### src/rtl/instruction_fetch.sv
// Fetch stage: program counter, synchronous imem request, one-entry skid buffer and IF/ID register.
// Handles decode stall without dropping in-flight words, redirect/flush and a halt opcode.
module instruction_fetch #(
    parameter int unsigned         PC_WIDTH    = 8,
    parameter int unsigned         INSTR_WIDTH = 20,
    parameter logic [PC_WIDTH-1:0] RESET_PC    = '0
) (
    input  logic                   clock,
    input  logic                   reset,
    input  logic                   stall,
    input  logic                   redirect,
    input  logic [PC_WIDTH-1:0]    redirect_pc,
    output logic                   imem_en,
    output logic [PC_WIDTH-1:0]    imem_addr,
    input  logic [INSTR_WIDTH-1:0] imem_data,
    output logic [INSTR_WIDTH-1:0] instruction,
    output logic [PC_WIDTH-1:0]    instr_pc,
    output logic                   instr_valid,
    output logic                   halted
);

    logic [PC_WIDTH-1:0]    fetch_pc;
    logic                   pending;
    logic [PC_WIDTH-1:0]    pending_pc;
    logic                   skid_valid;
    logic [INSTR_WIDTH-1:0] skid_instr;
    logic [PC_WIDTH-1:0]    skid_pc;

    logic arrival;
    logic ifid_load;
    logic halt_seen;

    // Blocking on pending while stalled guarantees at most one word ever needs the skid.
    assign imem_en = !reset && !halted && !redirect && !skid_valid &&
                     !(stall && instr_valid && pending);
    assign imem_addr = fetch_pc;

    assign arrival   = pending && !halted && !redirect;
    assign ifid_load = !instr_valid || !stall;
    assign halt_seen = arrival && (imem_data[INSTR_WIDTH-1 -: 4] == 4'hF);

    always_ff @(posedge clock or posedge reset) begin
        if (reset) begin
            fetch_pc    <= RESET_PC;
            pending     <= 1'b0;
            pending_pc  <= '0;
            skid_valid  <= 1'b0;
            skid_instr  <= '0;
            skid_pc     <= '0;
            instruction <= '0;
            instr_pc    <= '0;
            instr_valid <= 1'b0;
            halted      <= 1'b0;
        end else if (redirect) begin
            fetch_pc    <= redirect_pc;
            pending     <= 1'b0;
            skid_valid  <= 1'b0;
            instr_valid <= 1'b0;
            halted      <= 1'b0;
        end else begin
            if (imem_en) begin
                pending    <= 1'b1;
                pending_pc <= fetch_pc;
                fetch_pc   <= fetch_pc + 1'b1;
            end else begin
                pending <= 1'b0;
            end

            if (ifid_load) begin
                if (skid_valid) begin
                    instruction <= skid_instr;
                    instr_pc    <= skid_pc;
                    instr_valid <= 1'b1;
                    skid_valid  <= 1'b0;
                end else if (arrival) begin
                    instruction <= imem_data;
                    instr_pc    <= pending_pc;
                    instr_valid <= 1'b1;
                end else begin
                    instr_valid <= 1'b0;
                end
            end else if (arrival) begin
                skid_instr <= imem_data;
                skid_pc    <= pending_pc;
                skid_valid <= 1'b1;
            end

            if (halt_seen) begin
                halted <= 1'b1;
            end
        end
    end

endmodule

### config.mk
export PLATFORM = sky130hd
export DESIGN_NAME = instruction_fetch
export DESIGN_NICKNAME = d
export VERILOG_FILES = /design/src/rtl/instruction_fetch.sv
export SDC_FILE = /design/constraint.sdc
export NUM_CORES = 1
export LEC_CHECK = 0
export ABC_AREA = 1
export CORE_AREA = 2 2 74 94
export DETAILED_ROUTE_END_ITERATION = 8
export DIE_AREA = 0 0 76 96
export PLACE_DENSITY = 0.84
export SETUP_SLACK_MARGIN = 0.1
export SLEW_MARGIN = 20
export SYNTH_ARGS = -nofsm -noshare
export SYNTH_HDL_FRONTEND = slang
export SYNTH_SLANG_ARGS = --single-unit
export TNS_END_PERCENT = 5
### constraint.sdc
create_clock -name clock -period 4.35 [get_ports clock]
set_input_delay 0.435 -clock clock [delete_from_list [all_inputs] [get_ports clock]]
set_output_delay 0.435 -clock clock [all_outputs]
set_load 0.02 [all_outputs]
==> flow_summary.json <==
{
  "final_nets": 521,
  "p_int_w": 0.00140,
  "dieArea_mm2": 0.00730,
  "cts-buffers-inserted": 9,
  "hpwl_mm": 5.02,
  "start_util_pct": 53.3,
  "cts_tree": "done",
  "drv_cap": 0,
  "grt_pass1_vias": 2789,
  "syn_nets": 458,
  "ir_drop_mv": 0.240,
  "grt_pass1_wl_mm": 12.5,
  "ys_warn_count": 0,
  "worstHoldStart": "instruction[10]",
  "drcViolationCount": 0,
  "gp_congestion": 0.847,
  "grt_usage_pct": 21.9,
  "synthDistinctLibCells": 18,
  "finClkSkew_ps": 7.48,
  "grt_max_degree": 58,
  "crit_top_cell": "clkdlybuf4s50_1",
  "p_sw_w": 0.000562,
  "cp-start-kind": "input pin",
  "postCtsSetupBuffers": 0,
  "wl_mm": 7.33,
  "numPortBuffers": 70,
  "hold_violations": 0,
  "num_vias": 2867,
  "setup_violations": 0,
  "cp.required_ps": 3910,
  "io_pins": 71,
  "cts-root-buf": "clkbuf_8",
  "cts_sinks": 76,
  "seqPwrFrac_pct": 46.0,
  "rsz0062_at_grt": "false",
  "syn-instance-count": 425,
  "first_pass_iters": 4,
  "layout_commonest_cell": "nand2_1",
  "clkLatencyLatePin_ps": 340,
  "crit_chain": "clkdlybuf4s50_1 > nor2_2 > nand2_1 > nor2_4 > clkdlybuf4s50_1",
  "layout_common_cells": "nand2_1 (180), dfrtp_1 (76), clkdlybuf4s50_1 (70)",
  "fin_crit_ps": 2880,
  "cts.path.max_buffers": 2,
  "timing.final.ws_setup_ps": 1470,
  "grt-ovfl-total": 0,
  "holdBufCountCts": 0,
  "worstSetupEndpointType": "output pin",
  "worst_pin_slew_ps": 978,
  "pwr-share-comb_pct": 22.4,
  "preCtsSetupSlack_ps": 1510,
  "min_period_over_period_pct": 66.2,
  "drt_iter0_markers": 215,
  "r2r-start": "skid_valid",
  "wl_per_cell_um": 12.6,
  "die_w_um": 76,
  "status": "complete, no violations",
  "synth_seq_area_share_pct": 55.8,
  "setup_tns_ps": 0,
  "arrival_ps": 2440,
  "power.share.clock_pct": 31.6,
  "ys_ff_latch": 76,
  "min_to": "instruction[10]",
  "core-area_mm2": 0.00640,
  "regToRegSetupSlack_ps": 2270,
  "rows": 33,
  "postSynthAreaPerCell_um2": 8.02,
  "drt.antenna.violating_nets": 0,
  "critPathMaxFanout": 15,
  "power.leakage_nw": 2.10,
  "syn_to_final_growth_pct": 27.8,
  "cts.reportedPaths.clkPinSlew_ps": 80,
  "min_path_cells": 2,
  "htree_levels": 3,
  "drive_above_1_share_pct": 5.27,
  "antenna_cells": 0,
  "fmax_mhz": 347,
  "r2r_cells": 9,
  "critical_path_class": "in2out",
  "holdCritPathClass": "reg2reg",
  "antenna_found_initial": 0,
  "switching_share_pct": 28.6,
  "netlist_area_mm2": 0.00341,
  "post_cts_resized": 0,
  "powerDensity_mw_per_mm2": 451,
  "timing.rr.end": "instruction[13]",
  "cp_slowest_cell": "clkdlybuf4s50_1",
  "die_h_um": 96,
  "drv_slew": 0,
  "slowest_delay_ps": 680,
  "maxSlewHeadroom_pct": 34.7,
  "vias_per_cell": 4.94
}
worst max-delay path by stage:
stage                         end     start
after floorplan            halted     reset
after global placement    imem_en  redirect
after detailed placement  imem_en  redirect
after CTS                 imem_en  redirect
after global routing      imem_en  redirect
final                     imem_en  redirect
power by group through the flow:
stage	logic [W]	registers (W)	clock network, W
after global placement	0.000433	0.000909	0
after detailed placement	0.000446	0.000915	0
after floorplan	0.000163	0.000983	0
final	0.000441	0.000903	0.000620
after CTS	0.000448	0.000903	0.000630
after global routing	0.000488	0.000917	0.000656
cells by family (layout without fill, tap and decap cells):
family	Yosys count	in the layout	synth area share, %
xor+xnor	2	2	0.514
buf+inv	62	130	8.26
simple gates	216	216	25.1
flops	76	76	55.8
fa+ha+maj	1	1	0.367
compound gates	68	68	9.98
through the flow:
step | instance area (µm²) | util [%] | power (W) | instances | hold WS (ps)
floorplan | 3410 | - | 0.00115 | 425 | 453
global placement | 4120 | 64.4 | 0.00134 | 564 | 452
detailed placement | 4120 | 64.4 | 0.00136 | 564 | 457
CTS | 4360 | 68.1 | 0.00198 | 580 | 476
global route | 4360 | 68.1 | 0.00206 | 580 | 504
finish | 4360 | 68.1 | 0.00196 | 580 | 470
synth_stat cells (all sizes together):
cell      n  area, µm²
nand2   180        676
dfrtp    76       1900
o21ai    67        335
inv      41        154
nand3    23        115
buf      15        105
nor2     12       60.1
clkbuf    6       22.5
xor2      2       17.5
a21oi     1       5.00
ha        1       12.5
nor3      1       5.00
registers in the layout, summed over array words and instances (netlist names):
name and cells:
skid_instr 20, halted 1, skid_valid 1, pending 1, instr_pc 8, pending_pc 8, skid_pc 8, imem_addr 8
instruction 20, instr_valid 1
critical path: cells and delay by family:
family,cells,cell delay [ps]
buffers and inverters,2,1350
AND/OR/NAND/NOR,3,660
routing by layer:
| layer | vias to the layer above | global-route usage, % | part of all wire (%) |
|---|---|---|---|
| met3 | 12 | 5.16 | 4.8 |
| li1 | 1443 | - | - |
| met1 | 1337 | 24.8 | 44 |
| met5 | - | 0 | 0 |
| met4 | 0 | 10.8 | 1.9 |
| met2 | 75 | 39.3 | 50 |
final cells by class:
class,instances,area (µm²)
fill,515,2040
sequential,76,1900
multi-input combinational,287,1230
timing repair buffer,73,723
clock buffer,13,169
inverter,41,155
tap,87,109
clock inverter,3,67.6
Note: power is estimated with default switching activity, not from simulation.
